## src/rtl/def_ex.sv

```systemverilog
// Shared definitions for the LM/SM micro-sequencer: opcodes, decode bit
// positions, default address step and FSM state encodings.
package def_ex;

  localparam logic [3:0] OPC_LM = 4'b0110;
  localparam logic [3:0] OPC_SM = 4'b0111;

  localparam int ONEHOT_LM_BIT = 0;
  localparam int ONEHOT_SM_BIT = 1;

  localparam int ADDR_STEP_DEF = 2;

  localparam logic [1:0] ST_IDLE   = 2'd0;
  localparam logic [1:0] ST_ISSUE  = 2'd1;
  localparam logic [1:0] ST_BASEWB = 2'd2;

  typedef struct packed {
    logic       load;
    logic [2:0] ra;
  } op_ctx_t;

  // Mask bit 7 carries R0, so register idx lives at bit position 7-idx.
  function automatic logic [7:0] reg_to_mask_bit(input logic [2:0] idx);
    return 8'h80 >> idx;
  endfunction

endpackage

```

## src/rtl/lmsm_prio_enc.sv

```systemverilog
// Priority encoder over an LM/SM register mask: picks the lowest-numbered
// register still pending and flags when it is the only one left.
module lmsm_prio_enc (
  input  logic [7:0] mask,
  output logic [2:0] idx,
  output logic       valid,
  output logic       one_left
);

  // Scanning upward lets the highest set bit (lowest register) win.
  always_comb begin
    idx = 3'd0;
    for (int i = 0; i < 8; i++) begin
      if (mask[i]) idx = 3'(7 - i);
    end
  end

  assign valid    = |mask;
  assign one_left = valid & ((mask & (mask - 8'd1)) == 8'd0);

endmodule

```

## src/rtl/lmsm_seq.sv

```systemverilog
// LM/SM micro-sequencer: expands one multi-register transfer into single
// register load/store micro-ops. Optional macro LMSM_BASE_WB_EN adds a base write-back micro-op.
module lmsm_seq
  import def_ex::*;
#(
  parameter int ADDR_STEP = ADDR_STEP_DEF,
  parameter int DATA_W    = 16
) (
  input  logic              clk_i,
  input  logic              rst_i,
  input  logic              instr_valid_i,
  input  logic [15:0]       instr_i,
  input  logic [DATA_W-1:0] pc_i,
  input  logic              is_lm_i,
  input  logic              is_sm_i,
  input  logic [DATA_W-1:0] base_val_i,
  input  logic              flush_i,
  input  logic              ready_i,
  output logic              accept_o,
  output logic              stall_o,
  output logic              uop_valid_o,
  output logic              uop_load_o,
  output logic              uop_store_o,
  output logic [2:0]        uop_reg_idx_o,
  output logic [DATA_W-1:0] uop_addr_o,
  output logic [DATA_W-1:0] uop_pc_o,
  output logic              uop_last_o,
  output logic              done_o
);

  localparam logic [DATA_W-1:0] STEP = DATA_W'(ADDR_STEP);

  logic [1:0]        state_q;
  logic [7:0]        mask_q;
  logic [DATA_W-1:0] addr_q;
  logic [DATA_W-1:0] pc_q;
  op_ctx_t           ctx_q;
  logic              done_q;

  logic [1:0] op_onehot;
  logic [2:0] enc_idx;
  logic       enc_valid;
  logic       enc_one_left;
  logic       issue_st;
  logic       wb_st;
  logic       opc_match;
  logic       unused_ok;

  lmsm_prio_enc u_prio_enc (
    .mask     (mask_q),
    .idx      (enc_idx),
    .valid    (enc_valid),
    .one_left (enc_one_left)
  );

  assign op_onehot = {is_sm_i, is_lm_i};
  assign issue_st  = (state_q == ST_ISSUE);
`ifdef LMSM_BASE_WB_EN
  assign wb_st     = (state_q == ST_BASEWB);
`else
  assign wb_st     = 1'b0;
`endif

  assign accept_o = (state_q == ST_IDLE) & instr_valid_i
                  & (op_onehot[ONEHOT_LM_BIT] | op_onehot[ONEHOT_SM_BIT]) & ~flush_i;
  assign stall_o  = (state_q != ST_IDLE) | accept_o;

  // Everything downstream of valid is forced to zero when idle.
  assign uop_valid_o   = issue_st | wb_st;
  assign uop_load_o    = issue_st & ctx_q.load;
  assign uop_store_o   = issue_st & ~ctx_q.load;
  assign uop_reg_idx_o = issue_st ? enc_idx : (wb_st ? ctx_q.ra : 3'd0);
  assign uop_addr_o    = uop_valid_o ? addr_q : '0;
  assign uop_pc_o      = uop_valid_o ? pc_q : '0;
`ifdef LMSM_BASE_WB_EN
  assign uop_last_o    = wb_st;
`else
  assign uop_last_o    = issue_st & enc_one_left;
`endif
  assign done_o        = done_q;

  assign opc_match = (instr_i[15:12] == OPC_LM) | (instr_i[15:12] == OPC_SM);
`ifdef LMSM_BASE_WB_EN
  assign unused_ok = ^{opc_match, instr_i[8], enc_valid};
`else
  assign unused_ok = ^{opc_match, instr_i[8], enc_valid, ctx_q.ra};
`endif

  // Flush beats everything; a handshake in the flush cycle needs no local bookkeeping.
  always_ff @(posedge clk_i or negedge rst_i) begin
    if (!rst_i) begin
      state_q <= ST_IDLE;
      mask_q  <= '0;
      addr_q  <= '0;
      pc_q    <= '0;
      ctx_q   <= '0;
      done_q  <= 1'b0;
    end else begin
      done_q <= 1'b0;
      if (flush_i) begin
        state_q <= ST_IDLE;
        mask_q  <= '0;
      end else begin
        case (state_q)
          ST_IDLE: begin
            if (accept_o) begin
              mask_q     <= instr_i[7:0];
              addr_q     <= base_val_i;
              pc_q       <= pc_i;
              ctx_q.load <= op_onehot[ONEHOT_LM_BIT];
              ctx_q.ra   <= instr_i[11:9];
              if (instr_i[7:0] != 8'd0) begin
                state_q <= ST_ISSUE;
              end else begin
`ifdef LMSM_BASE_WB_EN
                state_q <= ST_BASEWB;
`else
                done_q  <= 1'b1;
`endif
              end
            end
          end
          ST_ISSUE: begin
            if (ready_i) begin
              mask_q <= mask_q & ~reg_to_mask_bit(enc_idx);
              addr_q <= addr_q + STEP;
              if (enc_one_left) begin
`ifdef LMSM_BASE_WB_EN
                state_q <= ST_BASEWB;
`else
                state_q <= ST_IDLE;
                done_q  <= 1'b1;
`endif
              end
            end
          end
`ifdef LMSM_BASE_WB_EN
          ST_BASEWB: begin
            if (ready_i) begin
              state_q <= ST_IDLE;
              done_q  <= 1'b1;
            end
          end
`endif
          default: state_q <= ST_IDLE;
        endcase
      end
    end
  end

endmodule

```

## config.mk

```make
export PLATFORM = sky130hd
export DESIGN_NAME = lmsm_seq
export DESIGN_NICKNAME = d
export VERILOG_FILES = /design/src/rtl/def_ex.sv /design/src/rtl/lmsm_prio_enc.sv /design/src/rtl/lmsm_seq.sv
export SDC_FILE = /design/constraint.sdc
export NUM_CORES = 1
export LEC_CHECK = 0
export BUFFER_PORTS_ARGS = -buffer_cell sky130_fd_sc_hd__buf_2
export CAP_MARGIN = 15
export CORE_UTILIZATION = 30
export DETAILED_ROUTE_END_ITERATION = 8
export PLACE_DENSITY = 0.51
export SYNTH_ARGS = -nofsm -noshare
export SYNTH_HDL_FRONTEND = slang
export SYNTH_SLANG_ARGS = --single-unit
```

## constraint.sdc

```tcl
create_clock -name clk_i -period 3.7 [get_ports clk_i]
set_clock_uncertainty 0.2 [all_clocks]
set_input_delay 0.37 -clock clk_i [delete_from_list [all_inputs] [get_ports clk_i]]
set_output_delay 0.37 -clock clk_i [all_outputs]
set_load 0.01 [all_outputs]
```

### Yosys cells after proc, flatten, opt, wreduce, memory -nomap -nowiden

Index checks and enable logic that the tools add are counted.

| cells by class | value |
|---|---|
| equality and inequality tests | 7 |
| bitwise logic cells | 14 |
| shift operators | 1 |
| reductions and logical operators | 11 |
| $add $sub $neg | 2 |
| mux-type cells | 30 |

Operator list:

| cell | number |
|---|---|
| 16-bit two-way mux | 4 |
| 16-bit case mux with 2 select lines | 1 |
| 3-bit two-way mux | 9 |
| 8-bit two-way mux | 3 |
| 16-bit by 2-bit adder with 16-bit output, second input constant | 1 |
| 8-bit bitwise AND | 2 |
| 8-bit case mux with 2 select lines | 1 |
| 2-bit two-way mux | 5 |
| 8-bit zero test | 1 |
| 8-bit NOT | 1 |
| 4-bit AND reduction | 2 |
| 8-bit nonzero test | 1 |
| 8-bit OR reduction | 1 |
| 8-bit by 3-bit right shift with 8-bit output, first input constant | 1 |
| 8-bit by 1-bit subtractor with 8-bit output, second input constant | 1 |
| 1-bit bitwise AND | 7 |
| 3-bit by 2-bit inequality test with 1-bit output, second input constant | 2 |
| 3-bit inequality test, second input constant | 2 |
| 3-bit AND reduction | 2 |
| 1-bit two-way mux | 5 |
| 2-bit inequality test, second input constant | 2 |
| 2-bit case mux with 2 select lines | 1 |
| 2-bit nonzero test | 2 |
| 3-bit nonzero test | 1 |
| 5 further kinds | 7 |

| word-level totals | value |
|---|---|
| input bits | 55 |
| bits in registers | 44 |
| word-level logic and storage cells | 71 |

### Logic depth before layout (Yosys ltp)

| logic depth | value |
|---|---|
| word-level depth | 14 |
| mapped depth | 8 |

### Cells and area by module

A second synthesis with hierarchy kept.

| unflattened totals | value |
|---|---|
| cell total of the unflattened synthesis | 317 |
| area total of the unflattened synthesis | 2721.4 um^2 |

By module, submodules not included:

| module | times used | area each (um^2) | cells an instance |
|---|---|---|---|
| lmsm_seq | 1 | 2552.4 | 292 |
| lmsm_prio_enc | 1 | 168.9 | 25 |

### Worst setup path before layout

OpenSTA, ideal clock, no wires.

| timing path | value |
|---|---|
| kind | register to output |
| start | register mask_q[7] |
| end | output port uop_last_o |
| data required time | 3.130 ns |
| arrival time | 1.451 ns |
| stages on the path, launching flop included | 6 |
| path buffers | 1 |
| setup slack | 1.679 ns |
| cell sequence | dfrtp_1 buf_2 or4_4 nor3_1 a21oi_1 nor2_1 |

| between the ends | value |
|---|---|
| word-level cells in the longest chain between the ends | 5 |

Ends and longest elaborated chain:

| item | line | text |
|---|---|---|
| from (decl) | lmsm_seq.sv:34 | `logic [7:0] mask_q;` |
| from (signal assigned) | lmsm_seq.sv:107 | `mask_q <= instr_i[7:0];` |
| from (signal assigned) | lmsm_seq.sv:125 | `mask_q <= mask_q & ~reg_to_mask_bit(enc_idx);` |
| 8-bit by 1-bit subtractor with 8-bit output | lmsm_prio_enc.sv:19 | `assign one_left = valid & ((mask & (mask - 8'd1)) == 8'd0);` |
| 8-bit bitwise AND | lmsm_prio_enc.sv:19 |  |
| 8-bit zero test | lmsm_prio_enc.sv:19 |  |
| 1-bit bitwise AND * | lmsm_prio_enc.sv:19 |  |
| 1-bit bitwise AND * | lmsm_seq.sv:78 | `assign uop_last_o = issue_st & enc_one_left;` |
| to (decl) | lmsm_seq.sv:27 | `output logic uop_last_o,` |

Mark *: on every way between the ends. The rest lies on a longest branch, timed or not.

### Worst setup path after layout

| timing path | value |
|---|---|
| start | register state_q[0] |
| end | output port accept_o |

| between the ends | value |
|---|---|
| word-level cells in the longest chain between the ends | 4 |

Ends and longest elaborated chain:

| item | line | text |
|---|---|---|
| from (decl) | lmsm_seq.sv:33 | `logic [1:0] state_q;` |
| from (signal assigned) | lmsm_seq.sv:92 | `state_q <= ST_IDLE;` |
| from (signal assigned) | lmsm_seq.sv:101 | `state_q <= ST_IDLE;` |
| from (signal assigned) | lmsm_seq.sv:113 | `state_q <= ST_ISSUE;` |
| 2-bit zero test | lmsm_seq.sv:64 | `assign accept_o = (state_q == ST_IDLE) & instr_valid_i` |
| 1-bit bitwise AND | lmsm_seq.sv:64 |  |
| 1-bit bitwise AND (2 in series) | lmsm_seq.sv:65 | `& (op_onehot[ONEHOT_LM_BIT] \| op_onehot[ONEHOT_SM_BIT]) & ~flush_i;` |
| to (decl) | lmsm_seq.sv:19 | `output logic accept_o,` |

No other way between the ends.

==> results by stage <==
Status:
- The run finished with clean final reports.

Synthesis:
- Yosys printed 0 warnings.
- The sequential element share of the synthesized area is 43.46%.
- The share of async-settable or async-resettable flops after synthesis is 100.0%.
- The mapped cell area is 0.002476 mm².
- The most used flip-flop cell after synthesis is sky130_fd_sc_hd__dfrtp_1.
- The netlist uses 49 different library cells.
- Yosys mapped a number of flops with a built-in enable equal to 0.
- The number of synthesized register bits is 43.
- The synthesized netlist net count is 321.
- The per-instance average area after synthesis is roughly 9.3 µm².
- The number of instances in the synthesized netlist is 265.

Final layout:
- The finished layout holds 449 standard cells, fillers aside.
- At the end of the flow, the number of nets in the layout was ~400.
- Cells fill 39.45% of the core in the end.
- The signed area change from the synthesized netlist to the final layout is 25.01%.
- Of the cells placed in the final design, the portion with a size suffix greater than 1 is 33.72%.
- The number of diodes is 0.

Floorplan:
- The die area is 0.008621 mm².
- From bottom edge to top edge, the die measures 92.85 µm.
- The overall die width is 92.85 µm.
- The boundary pin count is 97.
- The core outline area is approximately 0.0078 mm².
- For this configuration, the core starts out at a cell density of 31.55%.
- After floorplanning, the core was divided into 32 placement rows.

Timing:
- The transition at the pin with the smallest max-transition slack is between 1 and 1.5 ns.
- The minimum clock period is 2.705 ns.
- Summed over all failing endpoints, the final setup total negative slack is 0 ns.
- The final count of hold timing violations came to 0.
- Setup violations remaining at the end of the flow were counted as 0.
- The share of the clock period used by the worst path is 73.12%.
- The worst pin sits at a relative slew slack of 32.91%.
- The final hold slack is 0.03968 ns.
- Setup repair after global routing left no endpoint under its margin.
- The fmax is 369.6 MHz.
- The max-slew violation total from the final report came to 0.

Clocking:
- TritonCTS built the clock tree.
- The number of hold-repair buffers added at the cts stage is 0.
- The maximum clock insertion buffer count is 2.
- The clock reaches the later pin of the worst-skew pair after 0.30 ns.
- The post-CTS setup repair buffer count is 0.
- The clock-pin slew on the worst setup and hold paths is 0.09 ns.
- The clock tree synthesis step divided the H-tree into 2 levels.
- The total CTS buffers is 5.
- The number of sinks handled by clock tree synthesis is between 40 and 50.
- The cell at the root of the clock tree is sky130_fd_sc_hd__clkbuf_8.
- The post-cts resize count is 0.

Setup path:
- The largest single stage delay on the critical path is about 0.54 ns.
- Walking the worst path, the cells encountered are or3_1, inv_2, buf_2.
- The slowest stage of the critical path is the sky130_fd_sc_hd__or3_1 cell.
- Data arrives at the worst endpoint at 2.14 ns.
- Of all nets on the critical path, the largest fanout is 28.
- The critical path in this run is classified as register to primary output.
- The critical path launch point type is a register.
- Grouping stages by cell kind, the critical path spends the most delay in buffers and inverters.
- At the worst endpoint, the required time is 3.13 ns.
- The kind of capture point of the worst setup path is a primary output.
- The number of buffers and inverters on the critical path is 2.

Detailed routing:
- The first routing iteration left 112 violations.
- The detailed router placed around 2,300 vias in this run.
- Using the TritonRoute via totals, the vias-per-cell ratio works out to 5.091.
- In the final routed layout, each cell accounts on average for 14.95 µm.
- The count of unresolved DRC violations after routing is 0.
- Once detail routing completed, the nets flagged for antenna violations numbered 0.
- The first TritonRoute pass finished after 4 iterations.
- The total length of routed wires is 6712 µm.

GRT:
- The total overflow reported by the global router is 0.
- The via count of the first global-routing pass is 2,234.
- The global-route wire length before repair is 11,120 µm.
- Global routing consumed, over all layers together, 16.38% of the routing resources.
- Entering global routing, the biggest net connects 50 pins.
- The initial antenna violation count was 0.

Power:
- In this run the static leakage power is 1.468 nW.
- In this run the power density over the cells is roughly 510 mW/mm².
- The total chip power is 0.001571 W.
- Across the VDD grid, the largest voltage drop is 0.1521 mV.

Place:
- During placement, the flow inserted port buffers numbering 88.
- The detailed placer's ending HPWL is between 4000 and 5000 µm.
- Routability-driven placement finished with a final weighted congestion of 0.7761.
- Counting tap cells, the placed design contains a total of ~440 instances.

Flow run:
- Across the run, the number of max-cap violations was 0.

Min path:
- The min-delay analysis places its worst path in the category input port to asynchronous set/reset pin.
[Yosys cell counts, drive strengths merged (2+ instances only)]
master | n | area share [%]
nand2b | 3 | 1.1
nand4 | 3 | 0.76
o21ai | 20 | 4.0
a221o | 2 | 0.81
nor4 | 8 | 2.3
and2b | 2 | 0.61
inv | 6 | 0.91
o31ai | 5 | 1.5
or2 | 2 | 0.51
nand2 | 14 | 2.1
o32ai | 2 | 0.71
nor3 | 5 | 1.0
a22o | 7 | 2.5
nand3 | 9 | 1.8
mux2 | 18 | 8.2
dfrtp | 43 | 43
o22ai | 3 | 0.76
clkbuf | 6 | 0.91
a21oi | 17 | 3.4
mux2i | 4 | 1.6
or4 | 2 | 0.76
a22oi | 2 | 0.61
nor2b | 2 | 0.51
nor2 | 20 | 3.0
o21a | 2 | 0.61
and3 | 2 | 0.51
o22a | 2 | 0.71
buf | 9 | 1.9
and2 | 33 | 8.3
[state kept, by name, indices dropped and copies added (netlist names)]
| name | cells |
|---|---|
| addr_q | 16 |
| ctx_q | 1 |
| done_o | 1 |
| mask_q | 8 |
| pc_q | 16 |
| state_q | 1 |
[final timing paths]
check | endpoint | cells past startpoint | slack [ns] | startpoint
max | accept_o | 3 | 0.99 | state_q[0]
min | pc_q[1] | 1 | 0.04 | rst_i
max reg2reg | addr_q[15] | 6 | 1.33 | state_q[0]
min reg2reg | addr_q[15] | 1 | 0.28 | addr_q[15]
max in group asynchronous | addr_q[7] | 1 | 2.64 | rst_i
min in group clk_i | pc_q[6] | 2 | 0.08 | pc_i[6]
[layer usage]
layer	GRT usage [%]	up-vias	wire, µm
met5	0	-	0
met4	3.718	0	70
met3	3.530	7	319
met2	27.51	60	3254
met1	21.44	1097	3067
li1	-	1122	-
[cell usage in the layout (no fill, tap or decap), types with 3 or more instances in the layout]
master                     instances
sky130_fd_sc_hd__a21oi_1          17
sky130_fd_sc_hd__nand3_1           9
sky130_fd_sc_hd__nor3_1            5
sky130_fd_sc_hd__o22ai_1           3
sky130_fd_sc_hd__clkbuf_8          5
sky130_fd_sc_hd__o21ai_1           4
sky130_fd_sc_hd__mux2i_1           4
sky130_fd_sc_hd__nand4_1           3
sky130_fd_sc_hd__inv_1             5
sky130_fd_sc_hd__and2_1           33
sky130_fd_sc_hd__o31ai_1           5
sky130_fd_sc_hd__nor4_1            7
sky130_fd_sc_hd__mux2_2           16
sky130_fd_sc_hd__nand2_1          14
sky130_fd_sc_hd__dfrtp_1          43
sky130_fd_sc_hd__nor2_1           20
sky130_fd_sc_hd__o21ai_0          16
sky130_fd_sc_hd__a22o_1            7
sky130_fd_sc_hd__buf_2            88
[final cells by class]
class / count / area [µm²]
clock inverters: 3 / 43.79
repair buffers: 89 / 447.9
clock buffers: 5 / 68.82
well taps: 102 / 127.6
fillers: 846 / 4752
multi-input cells: 201 / 1309
inverters: 6 / 22.52
flip-flops and latches: 43 / 1076
[logic make-up after synthesis]
family	share of synthesized area, %
DFF	43.46
AOI/OAI and AO/OA	17.94
xor gates and xnor gates	0.3538
and+or+nand+nor	24.25
muxes	9.803
buffers and inverters	3.688
adders and majority gates	0.5052
[metrics by stage]
step / setup slack (ns) / cell area (µm²)
finish: 0.9947 / 3095
global route: 0.8834 / 3095
CTS: 0.9849 / 3095
detailed placement: 1.318 / 2983
global placement: 1.320 / 2983
floorplan: 1.679 / 2476
[report_power, final]
| group | switching [W] | leakage [nW] | internal (W) | total [W] |
|---|---|---|---|---|
| combinational | 0.000252 | 0.888 | 0.000233 | 0.000485 |
| clock | 0.000172 | 0.0581 | 0.000201 | 0.000373 |
| sequential | 0.000123 | 0.522 | 0.000589 | 0.000712 |
Power figures use the tool's default switching activity.
